--- config.mk ---
export PLATFORM = sky130hd
export DESIGN_NAME = cond_move_wb
export DESIGN_NICKNAME = d
export VERILOG_FILES = /design/src/rtl/cond_move_wb_pkg.sv /design/src/rtl/cond_write_resolve.sv /design/src/rtl/cond_move_wb.sv
export SDC_FILE = /design/constraint.sdc
export NUM_CORES = 1
export LEC_CHECK = 0
export CAP_MARGIN = 10
export CORE_MARGIN = 2
export CORE_UTILIZATION = 25
export CTS_CLUSTER_SIZE = 14
export DETAILED_ROUTE_END_ITERATION = 16
export HOLD_SLACK_MARGIN = 0.08
export PLACE_DENSITY_LB_ADDON = 0.1
export SETUP_SLACK_MARGIN = 0.05
export SYNTH_ARGS = -nofsm -noshare
export SYNTH_HDL_FRONTEND = slang
export SYNTH_SLANG_ARGS = --single-unit
--- constraint.sdc ---
create_clock -name Clk -period 2.4 [get_ports Clk]
set_input_delay 0.24 -clock Clk [delete_from_list [all_inputs] [get_ports Clk]]
set_output_delay 0.24 -clock Clk [all_outputs]
set_load 0.005 [all_outputs]
--- src/rtl/cond_move_wb_pkg.sv ---
// cond_move_wb_pkg: conditional-move mode encodings shared by decode, hazard and WB logic
package cond_move_wb_pkg;
   typedef enum logic [1:0] {
      COND_NONE = 2'b00,
      COND_MOVZ = 2'b01,
      COND_MOVN = 2'b10,
      COND_RSVD = 2'b11
   } cond_mode_e;
endpackage

--- src/rtl/cond_write_resolve.sv ---
// cond_write_resolve: combinational register-write enable for normal, MOVZ and MOVN slots
module cond_write_resolve
   import cond_move_wb_pkg::*;
#(
   parameter int DATA_W     = 32,
   parameter int REG_AW     = 5,
   parameter bit ZERO_GUARD = 1'b1
) (
   input  logic              valid_i,
   input  logic              reg_write_i,
   input  cond_mode_e        mode_i,
   input  logic [DATA_W-1:0] test_i,
   input  logic [REG_AW-1:0] write_reg_i,
   output logic              resolve_o,
   output logic              cond_move_o
);
   logic cond;
   logic guard;
   always_comb begin
      cond        = mode_i == COND_NONE ? reg_write_i :
                    mode_i == COND_MOVZ ? ~|test_i :
                    mode_i == COND_MOVN ? |test_i : 1'b0;
      guard       = ZERO_GUARD && write_reg_i == '0;
      resolve_o   = valid_i & cond & ~guard;
      cond_move_o = mode_i == COND_MOVZ || mode_i == COND_MOVN;
   end
endmodule

--- src/rtl/cond_move_wb.sv ---
// cond_move_wb: MEM->WB conditional-write stage with stall/flush and a saturating
// count of conditional moves that resolved to no write.
module cond_move_wb
   import cond_move_wb_pkg::*;
#(
   parameter int DATA_W     = 32,
   parameter int REG_AW     = 5,
   parameter int CNT_W      = 16,
   parameter bit ZERO_GUARD = 1'b1
) (
   input  logic              Clk,
   input  logic              Reset,
   input  logic              Stall,
   input  logic              Flush,
   input  logic              In_Valid,
   input  logic              In_RegWrite,
   input  logic [1:0]        In_CondMode,
   input  logic [DATA_W-1:0] In_Test,
   input  logic [REG_AW-1:0] In_WriteReg,
   input  logic [DATA_W-1:0] In_WriteData,
   output logic              Resolve_Write,
   output logic              WB_Valid,
   output logic              WB_Write,
   output logic [REG_AW-1:0] WB_WriteReg,
   output logic [DATA_W-1:0] WB_WriteData,
   output logic [CNT_W-1:0]  Suppressed_Cnt
);
   logic              cond_move;
   logic              accept;
   logic              valid_q, valid_d;
   logic              write_q, write_d;
   logic [REG_AW-1:0] reg_q, reg_d;
   logic [DATA_W-1:0] data_q, data_d;
   logic [CNT_W-1:0]  cnt_q, cnt_d;

   cond_write_resolve #(
      .DATA_W     (DATA_W),
      .REG_AW     (REG_AW),
      .ZERO_GUARD (ZERO_GUARD)
   ) u_resolve (
      .valid_i     (In_Valid),
      .reg_write_i (In_RegWrite),
      .mode_i      (cond_mode_e'(In_CondMode)),
      .test_i      (In_Test),
      .write_reg_i (In_WriteReg),
      .resolve_o   (Resolve_Write),
      .cond_move_o (cond_move)
   );

   // Flush squashes valid/write but keeps address and data as they were.
   always_comb begin
      accept  = ~Stall & ~Flush;
      valid_d = Flush ? 1'b0 : Stall ? valid_q : In_Valid;
      write_d = Flush ? 1'b0 : Stall ? write_q : Resolve_Write;
      reg_d   = accept ? In_WriteReg : reg_q;
      data_d  = accept ? In_WriteData : data_q;
      cnt_d   = (accept && In_Valid && cond_move && !Resolve_Write && cnt_q != '1) ? cnt_q + 1'b1 : cnt_q;
   end

   always_ff @(posedge Clk) begin
      if (Reset) begin
         valid_q <= 1'b0;
         write_q <= 1'b0;
         reg_q   <= '0;
         data_q  <= '0;
         cnt_q   <= '0;
      end else begin
         valid_q <= valid_d;
         write_q <= write_d;
         reg_q   <= reg_d;
         data_q  <= data_d;
         cnt_q   <= cnt_d;
      end
   end

   assign WB_Valid       = valid_q;
   assign WB_Write       = write_q;
   assign WB_WriteReg    = reg_q;
   assign WB_WriteData   = data_q;
   assign Suppressed_Cnt = cnt_q;
endmodule
Yosys cells after proc, flatten, opt, wreduce, memory -nomap -nowiden
Index checks and enable logic that the tools add are counted.
{ "word_totals": {"register_bits": 55, "latchBits": 0, "ramBits": 0, "rom_bits": 0, "in_bits": 77, "output_inout_bits": 56, "word_cells": 29, "memories": 0} }
{ "classes": {"n_addsub": 1, "mul": 0, "div": 0, "order_cmp": 0, "n_eq_ne": 3, "shifts": 0, "muxes": 3, "bitwise": 6, "n_reduce_logical": 11} }
{ "ops": {"columns": ["operator", "n"], "rows": [
  ["32-bit OR reduction", 1],
  ["16-bit by 1-bit adder with 16-bit output, second input constant", 1],
  ["16-bit != test, second input constant", 1],
  ["5-bit logical NOT", 1],
  ["1-bit logical AND", 4],
  ["1-bit AND", 3],
  ["1-bit two-way mux", 3],
  ["1-bit inverter", 3],
  ["2-bit by 1-bit equality test with 1-bit output, second input constant", 1],
  ["2-bit equality test, second input constant", 1],
  ["1-bit logical NOT", 2],
  ["2-bit logical NOT", 1],
  ["2-bit OR reduction", 1],
  ["1-bit logical OR", 1]
]} }

Longest topological paths before layout
{ "depth": {"ltp_word": 9, "ltp_mapped": 9, "depth_no_buf": 8} }

By module
From an unflattened synthesis, not the netlist that was laid out.
{ "unflattened": {"hier_cells": 293, "hier_area_um2": 2336.0} }
{ "modules_own_cells": {"columns": ["mod", "instances", "cells_each", "area_each_um2", "seq_area_each_um2"], "rows": [
  ["cond_move_wb", 1, 271, 2177.1, 1101.1],
  ["cond_write_resolve", 1, 22, 158.9, 0.0]
]} }

Worst setup path before layout
OpenSTA, ideal clock, no wires.
{ "synth_timing": {"kind": "in2reg", "start": "input port In_WriteReg[0]", "end": "register cnt_q[12] (netlist: Suppressed_Cnt[12])", "setup_ns": 0.121, "arrival_ns": 1.905, "t_required_ns": 2.279, "setup_slack_ns": 0.375, "cell_stages": 6, "n_path_buf": 0, "path_cell_list": "or4_4 o221ai_4 nor4_1 o21bai_4 nor4b_1 mux2_2"} }
{ "synth_via": {"elab_chain_cells": 6} }
{ "synth_lines": {"columns": ["element", "line_no", "rtl"], "rows": [
  ["start: declaration", "cond_move_wb.sv:19", "input logic [REG_AW-1:0] In_WriteReg,"],
  ["5-bit logical NOT", "cond_write_resolve.sv:23", "guard = ZERO_GUARD && write_reg_i == '0;"],
  ["1-bit inverter", "cond_write_resolve.sv:24", "resolve_o = valid_i & cond & ~guard;"],
  ["1-bit AND", "cond_write_resolve.sv:24", null],
  ["1-bit logical NOT", "cond_move_wb.sv:57", "cnt_d = (accept && In_Valid && cond_move && !Resolve_Write && cnt_q != '1) ? cnt_q + 1'b1 : cnt_q;"],
  ["1-bit logical AND (2 in series)", "cond_move_wb.sv:57", null],
  ["end signal: assignment", "cond_move_wb.sv:72", "cnt_q <= cnt_d;"],
  ["end: declaration", "cond_move_wb.sv:34", "logic [CNT_W-1:0] cnt_q, cnt_d;"]
]} }
Every way passes these cells.
A chain may end at the register's enable or synchronous reset.

Final worst setup path
{ "layout_timing": {"start": "input port In_Test[21]", "end": "output port Resolve_Write"} }
{ "layout_via": {"elab_chain_cells": 6, "word_cells_on_any_way": 7, "cone_classes": "3 x mux; 2 x bitwise; 2 x reduce/logical"} }
{ "layout_lines": {"columns": ["element", "line_no", "rtl"], "rows": [
  ["start: declaration", "cond_move_wb.sv:18", "input logic [DATA_W-1:0] In_Test,"],
  ["32-bit OR reduction *", "cond_write_resolve.sv:21, cond_write_resolve.sv:22", null],
  ["1-bit two-way mux / 1-bit logical NOT (equally long branches)", "cond_write_resolve.sv:22, cond_write_resolve.sv:21", null],
  ["1-bit two-way mux *", "cond_write_resolve.sv:21", "mode_i == COND_MOVZ ? ~|test_i :"],
  ["1-bit two-way mux *", "cond_write_resolve.sv:20", "cond = mode_i == COND_NONE ? reg_write_i :"],
  ["1-bit AND * (2 in series)", "cond_write_resolve.sv:24", null],
  ["end: declaration", "cond_move_wb.sv:21", "output logic Resolve_Write,"]
]} }
Every way passes the cells marked *; elsewhere a longest branch is shown, timed or not.

==> metrics.md <==
| Metric | Value |
|---|---|
| Status | `complete, no violations` |
| Drc violations | `0` |
| Syn Nets | `approximately 380` |
| Synth async-reset ratio | `0%` |
| Crit share post-route | `a little over nine tenths` |
| Synth top area share | `roughly 46%` |
| Cell Rows | `35` |
| Kind of cell adding the most delay to the critical path | `simple AND/OR/NAND/NOR gates` |
| DP Area | `between 0.003 and 0.004 mm^2` |
| Total gr overflow | `0` |
| Slowest stage delay, CP | `410 ps` |
| Data required time of the worst path | `2160 ps` |
| End of the critical path | `Resolve_Write` |
| Post-route insts no fill | `between 500 and 600` |
| Unrepaired setup endpoints after global routing | `no` |
| Hold slack final | `449.4 ps` |
| GRT Overall Usage | `between 10% and 20%` |
| Reg2reg start | `Suppressed_Cnt[0]` |
| CP Buf/Inv Count | `2` |
| Vias in the first global route | `approximately 2400` |
| Fmax achieved | `0.4436 GHz` |
| Clk_lat worst skew | `310 ps` |
| Cells after Synth | `300` |
| TritonCTS clock tree | `built` |
| Worst R2R Path Depth | `7` |
| Worst rel slew slack | `about 45%` |
| Synthesized flop and latch total | `between 50 and 60` |
| Post-cts hold buffer count | `0` |
| Vias | `around 2600` |
| # IOs | `approximately 130` |
| Initial cell density of the core | `25.85%` |
| Min-Delay Path Class | `in2reg` |
| Antenna violations before repair | `0` |
| Setup TNS | `0 ps` |
| CP max stage cell | `clkdlybuf4s50_1` |
| P&R area growth vs syn | `72.63%` |
| Synth area leader | `dfxtp_1` |
| ANT nets after route | `0` |
| TritonCTS Sinks | `55` |
| Mapped Area | `between 0.002 and 0.0025 mm^2` |
| Post-DP HPWL | `about 5400 um` |
| Die span in y | `between 100 and 150 um` |
| Synth warnings | `0` |
| Nature of the critical path endpoint | `primary output` |
| Setup WS pre-CTS | `-251.0 ps` |
| Post-synth EDFFs | `0` |
| P_leak | `around 1.5 nW` |
| Crit path depth | `8` |
| Slew @ Worst Pin | `around 800 ps` |
| Core area | `around 0.0093 mm^2` |
| Largest net degree at the start of global routing | `45` |
| H-tree depth | `2` |
| Setup ws final | `around 150 ps` |
| Critical path class | `in2out` |
| RR Endpoint | `Suppressed_Cnt[0]` |
| Die width | `between 100 and 150 um` |
| Critical path arrival | `between 2000 and 2500 ps` |
| Placed instance count | `562` |
| Min Tclk post-route | `2254 ps` |
| Count of final hold-check violations | `0` |
| Drt pass-1 iters | `4` |
| Average vias per placed instance | `~4.6` |
| Worst-path clk slew | `around 120 ps` |
| Clk root buf | `clkbuf_8` |
| Worst-path maximum fanout | `2` |
| Port bufs | `approximately 130` |
| Routed Wire Length | `7554 um` |
| Hold depth | `3` |
| Cells along the critical path | `clkdlybuf4s50_1 > nor4_2 > nand4_1 > nor2_2 > mux2_4 > nor2_4 > nor2_1 > dlygate4sd2_1` |
| Nets | `525` |
| Full die area | `between 0.01 and 0.015 mm^2` |
| Hold path start | `In_WriteData[20]` |
| CTS Buffer Depth | `2` |
| Share of cells above drive strength 1 | `roughly an eighth` |
| Fin util | `44.62%` |
| Pwr dens | `around 440 mW/mm^2` |
| Starting DRT DRC Count | `46` |
| Setup violations, final | `0` |
| Total CTS buffers | `5` |
| Crit path launch type | `input port` |
| Design Area, Final | `slightly above 0.004 mm^2` |
| Total power | `between 1.5 and 2 mW` |
| Distinct cell type count after synthesis | `36` |
| Max-slew violations | `0` |
| Crit path launch | `In_Test[21]` |
| Max-cap violations | `0` |
| Internal reg-to-reg setup slack | `around 370 ps` |
| Register area share after synthesis | `a little under half` |
| Routed length per instance | `between 10 and 15 um` |
| Post-synth top cells | `nand2_1, dfxtp_1, a21oi_1, clkbuf_1, nor2_1` |
| Mean Syn Cell Area | `between 7 and 8 um^2` |
| First-pass GRT wire length | `between 10000 and 15000 um` |
| Clock skew | `3.026 ps` |
| Main synth FF type | `dfxtp_1` |
| Largest cells by area after synthesis | `dfxtp_1, nand2_1, a21oi_1` |
| Most frequent cell after synthesis | `nand2_1` |
| Max IR drop VDD | `between 0.2 and 0.25 mV` |
| RePlAce Congestion | `0.7520` |
| Antenna cells | `0` |
per-layer routing:
layer / part of all wire [%] / track usage, % / vias up
met4: 0.91 / 3.282 / 0
met5: 0 / 0 / -
li1: - / - / 1322
met1: 46 / 18.80 / 1205
met3: 8.5 / 4.378 / 5
met2: 45 / 22.22 / 86
layout make-up:
type	instances	area [um^2]
fillers	959	5141
repair buffers	154	1493
multi-input cells	224	1276
flip-flops and latches	55	1101
well taps	129	161.4
clock buffers	5	68.82
clock inverters	3	27.53
inverters	4	15.01
tightest hold or removal path, stage by stage:
cell and delay [ps]:
clkdlybuf4s50_1 390, nand2_1 50, a21oi_1 50
report_power, final:
group / internal (mW) / switching (mW) / leakage [nW]
logic: 0.205 / 0.118 / 0.970
clock network: 0.216 / 0.345 / 0.0463
registers: 0.942 / 0.0146 / 0.448
flip-flops by register name, indices dropped and copies added (netlist names):
register	cells
WB_WriteData	32
WB_Write	1
WB_WriteReg	5
Suppressed_Cnt	16
WB_Valid	1
cell usage in the layout, fill, tap and decap left out, types with 2 or more instances in the layout:
| master | netlist | layout |
|---|---|---|
| clkdlybuf4s50_1 | 0 | 130 |
| nand2_1 | 83 | 83 |
| dfxtp_1 | 55 | 55 |
| a21oi_1 | 48 | 48 |
| buf_4 | 1 | 21 |
| nor2_1 | 11 | 8 |
| o21ai_0 | 8 | 8 |
| or3_1 | 8 | 8 |
| nand4_1 | 6 | 6 |
| nor2b_1 | 5 | 5 |
| nor4_2 | 0 | 5 |
| nand3_1 | 5 | 5 |
| clkbuf_8 | 0 | 5 |
| inv_1 | 4 | 4 |
| nor4_1 | 9 | 4 |
| and3_1 | 4 | 4 |
| mux2_2 | 5 | 4 |
| or4_1 | 4 | 4 |
| ha_1 | 4 | 4 |
| nand2b_1 | 3 | 3 |
| o31ai_1 | 3 | 3 |
| nor2_2 | 0 | 2 |
| and4_1 | 2 | 2 |
| and2_1 | 2 | 2 |
| mux2i_1 | 2 | 2 |
timing repair:
action / in CTS / in global routing
setup endpoints to repair: 1 / 5
setup buffers: 3 / 1
resized for setup: 6 / 7
pin swaps: 4 / 6
cells by family after synthesis:
kind of cell               share of synthesized area [%]
buffers and inverters                              3.493
and+or+nand+nor                                    29.56
AOI/OAI and AO/OA                                  15.80
adders and majority gates                          2.086
DFF                                                45.88
muxes                                              3.180
how the worst min path moves through the flow:
stage,endpoint,slack (ps)
2_1_floorplan,WB_Valid,320
3_3_place_gp,WB_WriteData[20],440
3_5_place_dp,WB_WriteData[30],450
4_1_cts,WB_WriteData[20],440
5_1_grt,WB_WriteData[20],450
6_report,WB_WriteData[20],450
Note: power is estimated with default switching activity, not from simulation.
